**config.mk**
```make
export PLATFORM = sky130hd
export DESIGN_NAME = sync_pulse_meter
export DESIGN_NICKNAME = d
export VERILOG_FILES = /design/src/rtl/sync_pulse_meter.sv
export SDC_FILE = /design/constraint.sdc
export NUM_CORES = 1
export LEC_CHECK = 0
export ABC_AREA = 1
export BUFFER_PORTS_ARGS = -buffer_cell sky130_fd_sc_hd__buf_2
export CORE_MARGIN = 2
export CORE_UTILIZATION = 50
export CTS_BUF_LIST = sky130_fd_sc_hd__clkbuf_4
export DETAILED_ROUTE_END_ITERATION = 8
export GPL_ROUTABILITY_DRIVEN = 1
export MAX_ROUTING_LAYER = met4
export PLACE_DENSITY = 0.73
export RECOVER_POWER = 25
export REMOVE_ABC_BUFFERS = 1
export SLEW_MARGIN = 40
export SYNTH_ARGS = -nofsm -noshare
export SYNTH_HDL_FRONTEND = slang
export SYNTH_SLANG_ARGS = --single-unit
```
**constraint.sdc**
```tcl
create_clock -name clk -period 2.5 [get_ports clk]
set_clock_uncertainty 0.1 [all_clocks]
set_input_delay 0.25 -clock clk [delete_from_list [all_inputs] [get_ports clk]]
set_output_delay 0.25 -clock clk [all_outputs]
set_load 0.01 [all_outputs]
```
**src/rtl/sync_pulse_meter.sv**
```systemverilog
// Rising-edge event counter and interval meter with a small measurement FIFO.
// Optional edge hold-off after each accepted edge: define SYNC_PULSE_METER_HOLDOFF_EN.
module sync_pulse_meter #(
  parameter int CNT_W      = 16,
  parameter int FIFO_DEPTH = 4,
  parameter int HOLDOFF    = 4
) (
  input  logic             clk,
  input  logic             clr,
  input  logic             pulse_in,
  output logic [CNT_W-1:0] meas_data,
  output logic             meas_valid,
  input  logic             meas_ready,
  output logic [CNT_W-1:0] event_count,
  output logic             overflow,
  output logic             dropped
);

  localparam int PTR_W = (FIFO_DEPTH > 1) ? $clog2(FIFO_DEPTH) : 1;
  localparam int OCC_W = PTR_W + 1;

  localparam logic [CNT_W-1:0] CNT_MAX  = '1;
  localparam logic [CNT_W-1:0] CNT_ONE  = CNT_W'(1);
  localparam logic [PTR_W-1:0] PTR_ONE  = PTR_W'(1);
  localparam logic [OCC_W-1:0] OCC_ONE  = OCC_W'(1);
  localparam logic [OCC_W-1:0] OCC_FULL = OCC_W'(FIFO_DEPTH);

  if (HOLDOFF < 1 || FIFO_DEPTH < 2 || (FIFO_DEPTH & (FIFO_DEPTH - 1)) != 0) begin : g_bad_cfg
    $error("sync_pulse_meter: HOLDOFF must be >= 1, FIFO_DEPTH a power of 2 >= 2");
  end

`ifdef SYNC_PULSE_METER_HOLDOFF_EN
  localparam int HOLD_W = $clog2(HOLDOFF + 1);
  localparam logic [HOLD_W-1:0] HOLD_LOAD = HOLD_W'(HOLDOFF - 1);
  localparam logic [HOLD_W-1:0] HOLD_ONE  = HOLD_W'(1);

  typedef enum logic [1:0] {
    S_WAIT_FIRST = 2'd0,
    S_MEASURE    = 2'd1,
    S_HOLDOFF    = 2'd2
  } state_t;

  logic [HOLD_W-1:0] hold_cnt;
`else
  typedef enum logic [1:0] {
    S_WAIT_FIRST = 2'd0,
    S_MEASURE    = 2'd1
  } state_t;
`endif

  state_t state, next_state;

  logic             pulse_d;
  logic             rise;
  logic             accept;
  logic             push;
  logic             pop;
  logic             full;
  logic             do_push;
  logic [CNT_W-1:0] cnt;

  logic [CNT_W-1:0] mem [FIFO_DEPTH];
  logic [PTR_W-1:0] wr_ptr;
  logic [PTR_W-1:0] rd_ptr;
  logic [OCC_W-1:0] occ;

  assign rise = pulse_in & ~pulse_d;

  // ---------------------------------------------------------------- FSM
  always_ff @(posedge clk or posedge clr) begin
    if (clr) begin
      state   <= S_WAIT_FIRST;
      pulse_d <= 1'b0;
    end else begin
      state   <= next_state;
      pulse_d <= pulse_in;
    end
  end

  always_comb begin
    next_state = state;
    accept     = 1'b0;
    push       = 1'b0;
    case (state)
      S_WAIT_FIRST: begin
        if (rise) begin
          accept = 1'b1;
`ifdef SYNC_PULSE_METER_HOLDOFF_EN
          next_state = S_HOLDOFF;
`else
          next_state = S_MEASURE;
`endif
        end
      end
      S_MEASURE: begin
        if (rise) begin
          accept = 1'b1;
          push   = 1'b1;
`ifdef SYNC_PULSE_METER_HOLDOFF_EN
          next_state = S_HOLDOFF;
`else
          next_state = S_MEASURE;
`endif
        end
      end
`ifdef SYNC_PULSE_METER_HOLDOFF_EN
      S_HOLDOFF: begin
        if (hold_cnt == '0) next_state = S_MEASURE;
      end
`endif
      default: next_state = S_WAIT_FIRST;
    endcase
  end

`ifdef SYNC_PULSE_METER_HOLDOFF_EN
  // Loaded with HOLDOFF-1 so the state lasts exactly HOLDOFF cycles.
  always_ff @(posedge clk or posedge clr) begin
    if (clr) begin
      hold_cnt <= '0;
    end else if (accept) begin
      hold_cnt <= HOLD_LOAD;
    end else if (state == S_HOLDOFF && hold_cnt != '0) begin
      hold_cnt <= hold_cnt - HOLD_ONE;
    end
  end
`endif

  // ------------------------------------------------- interval and events
  always_ff @(posedge clk or posedge clr) begin
    if (clr) begin
      cnt      <= '0;
      overflow <= 1'b0;
    end else if (accept) begin
      cnt <= CNT_ONE;
    end else if (cnt != CNT_MAX) begin
      cnt <= cnt + CNT_ONE;
      if (cnt == CNT_MAX - CNT_ONE) overflow <= 1'b1;
    end
  end

  always_ff @(posedge clk or posedge clr) begin
    if (clr) begin
      event_count <= '0;
    end else if (accept) begin
      event_count <= event_count + CNT_ONE;
    end
  end

  // ------------------------------------------------------- measurement FIFO
  assign meas_valid = (occ != '0);
  assign full       = (occ == OCC_FULL);
  assign pop        = meas_valid & meas_ready;
  // A simultaneous pop frees the slot, so a push into a full FIFO still lands.
  assign do_push    = push & (~full | pop);
  assign meas_data  = mem[rd_ptr];

  always_ff @(posedge clk) begin
    if (do_push) mem[wr_ptr] <= cnt;
  end

  always_ff @(posedge clk or posedge clr) begin
    if (clr) begin
      wr_ptr  <= '0;
      rd_ptr  <= '0;
      occ     <= '0;
      dropped <= 1'b0;
    end else begin
      if (do_push) wr_ptr <= wr_ptr + PTR_ONE;
      if (pop)     rd_ptr <= rd_ptr + PTR_ONE;
      case ({do_push, pop})
        2'b10:   occ <= occ + OCC_ONE;
        2'b01:   occ <= occ - OCC_ONE;
        default: occ <= occ;
      endcase
      if (push && full && !pop) dropped <= 1'b1;
    end
  end

endmodule

```
==> qor.csv <==
stage,metric,value,unit
status,status,completed,
timing,fin_crit,2.149,ns
finish,design_area,5162,µm²
clock_network,h-tree-depth,3,
detailed_routing,wl_per_cell,14.30,µm
logic_synthesis,syn_inst,445,
detailed_routing,drt-pass1-iter-count,4,
logic_synthesis,yosys.area_share.simple,0.1832,
finish,drive_gt1_frac,0.1727,
clock_network,post_cts_resized,0,
clock_network,cts_tree,done,
logic_synthesis,ys_ff_latch,107,
timing,tns,0,ns
finish,num-fill-cells,778,
logic_synthesis,synth_edf_count,64,
die,ios,39,
timing,maxSlewViolCount,0,
min_path,holdPathStages,4,
timing,finalWorstSetupSlack,0.3507,ns
detailed_routing,via_count,3198,
logic_synthesis,seq_area_frac_synth,0.6398,
die,die_h,100.8,µm
placed_design,dp_slack,0.3562,ns
placed_design,postPlaceCellArea,5021,µm²
timing,max_slew_margin,0.6391,
placed_design,place_congestion,0.8115,
grt,grt.overflow.total,0,
power,power_density,886.6,nW/µm²
setup_path,ff2ff_setup_slack,0.35,ns
placed_design,dp_hpwl,5.676,mm
logic_synthesis,synth_xor_area_frac,0.03178,
grt,grt_pass1_wl,14.81,mm
logic_synthesis,synth_area,4686,µm²
timing,tightest_slew,0.5413,ns
flow_run,max-cap-violations,0,
finish,antenna_cells,0,
die,fp-row-count,35,
finish,area_delta_synth_final,10.17,%
placed_design,port_buffers,38,
clock_network,cts-root-buf,clkbuf_4,
logic_synthesis,synth.avg_cell_area,10.53,µm²
finish,final_nets,506,
timing,final_hold_viol_count,0,
logic_synthesis,synth_top_family_by_area,simple AND/OR/NAND/NOR gates,
setup_path,critPathMaxFanout,8,
logic_synthesis,synth_compound_area_frac,0.07370,
setup_path,worstPathArrival,2.39,ns
setup_path,worstRegToRegCells,9,
setup_path,setup.worst_path.end_class,flop,
grt,grt_pass1_vias,3188,
timing,fmax,465.3,MHz
timing,fin_crit_sh,0.8597,
die,die_w,100.8,µm
logic_synthesis,synthFlopType,edfxtp_1,
die,coreArea,9153,µm²
power,leakagePower,2.155,nW
timing,setup_viol,0,
grt,antenna_found_initial,0,
clock_network,ctsHoldBuffers,2,
logic_synthesis,synth.area.mux_share,0,
timing,rsz0062_at_grt,no,
clock_network,clockBufferDepth,2,
min_path,holdPathEnd,dropped,
die,start_util,0.5120,
clock_network,postCtsSetupRepairBufs,0,
min_path,holdCritStartpoint,meas_ready,
die,die-area,10160,µm²
min_path,hp-class,in2reg,
timing,hold_ws,0.05925,ns
detailed_routing,ant_nets,0,
clock_network,cts_made_buffers,9,
detailed_routing,drc,0,
detailed_routing,wirelength,8.707,mm
clock_network,cts.sinks,107,
setup_path,r2r-start,occ[0],
clock_network,clkLatencyLatePin,0.45,ns
logic_synthesis,ys_warn_count,0,
detailed_routing,initialDrtViolationCount,140,
setup_path,startpoint_type,flop,
grt,grt_max_degree,44,
logic_synthesis,synth_async_sr_flop_share,0.4019,
setup_path,worstPathRequired,2.74,ns
power,peakVddDrop,665.9,µV
logic_synthesis,synthAdderAreaFrac,0.02563,
setup_path,rr_endpoint,occ[2],
grt,track_usage,0.1950,
detailed_routing,vias_per_cell,5.251,
setup_path,crit_type,reg2reg,
finish,utilization,0.5640,
logic_synthesis,synth.distinct_cells,28,
clock_network,clk_pin_slew,0.15,ns
cells by family after synthesis:
| logic type | count (synthesis) |
|---|---|
| AO/OA/AOI/OAI | 63 |
| XOR/XNOR | 17 |
| adder cells (fa/ha/maj) | 9 |
| buffers and inverters | 53 |
| flip-flops | 107 |
| AND/OR/NAND/NOR | 196 |
cells in the mapped netlist (5+ instances only):
master	count	area share
nand2_1	73	0.058
nor2_1	70	0.056
edfxtp_1	64	0.41
dfrtp_1	43	0.23
inv_1	37	0.030
o21ai_0	36	0.038
nand3_1	22	0.023
o22ai_1	16	0.021
xor2_1	11	0.021
ha_1	8	0.021
nand2_2	7	0.0093
nand4_1	7	0.0093
clkbuf_1	6	0.0048
xnor2_1	6	0.011
a21oi_1	5	0.0053
nor2_2	5	0.0067
registers in the layout, summed over array words and instances, names as in the netlist:
signal       cells
mem             64
cnt             16
event_count     16
occ              3
rd_ptr           2
wr_ptr           2
dropped          1
overflow         1
pulse_d          1
state            1
final cells by class:
| type | instances | area (µm²) | area share |
|---|---|---|---|
| well taps | 111 | 138.9 | 0.02690 |
| clock inverters | 6 | 47.55 | 0.009210 |
| repair buffers | 49 | 276.5 | 0.05356 |
| multi-input cells | 285 | 1473 | 0.2853 |
| inverters | 41 | 153.9 | 0.02981 |
| clock buffers | 10 | 75.07 | 0.01454 |
| flip-flops and latches | 107 | 2998 | 0.5807 |
cells in the final DEF, fill, tap and decap left out, drive strengths merged, types with 8 or more instances in the layout:
cell type  count
buf           46
nor2          77
o22ai         16
nand2         80
xor2          11
edfxtp        64
clkbuf        11
nand3         25
o21ai         38
dfrtp         43
ha             8
inv           44
how the worst max path moves through the flow:
stage                          from       endpoint  slack [ns]  depth (start not counted)
after CTS                 rd_ptr[1]   meas_data[2]        0.33                          4
after global placement       occ[0]         occ[2]        0.43                          9
after global routing      rd_ptr[1]  meas_data[11]        0.16                          4
after detailed placement     occ[0]         occ[2]        0.36                          9
final                        occ[0]         occ[2]        0.35                          9
after floorplan             pulse_d      mem[0][0]        0.20                          5
through the flow:
stage | power (mW) | cells
floorplan | 3.252 | 433
finish | 4.577 | 609
global placement | 3.772 | 591
detailed placement | 3.845 | 591
CTS | 4.639 | 609
global route | 4.892 | 609
routing by layer:
| metal | vias to the layer above | wire, µm | track usage |
|---|---|---|---|
| met2 | 52 | 4168 | 0.3118 |
| met5 | - | 0 | - |
| li1 | 1595 | - | - |
| met3 | 9 | 296 | 0.04646 |
| met1 | 1542 | 4164 | 0.2551 |
| met4 | 0 | 78 | 0.04531 |
worst max-delay path, cell delays in order, from the launching register on:
cell and delay, ns:
dfrtp_1 0.43, nor2_1 0.18, nand3_1 0.16, nand3_2 0.18
ha_1 0.17, inv_1 0.06, fa_1 0.37, a21oi_1 0.14
o21ai_0 0.11, xor2_1 0.15
power breakdown:
part,internal [mW],switching [mW],leakage (nW)
clock,0.227,0.558,0.0630
combinational,0.526,0.896,0.991
sequential,2.17,0.199,1.10
No activity file was read; power rests on OpenSTA's default activity.
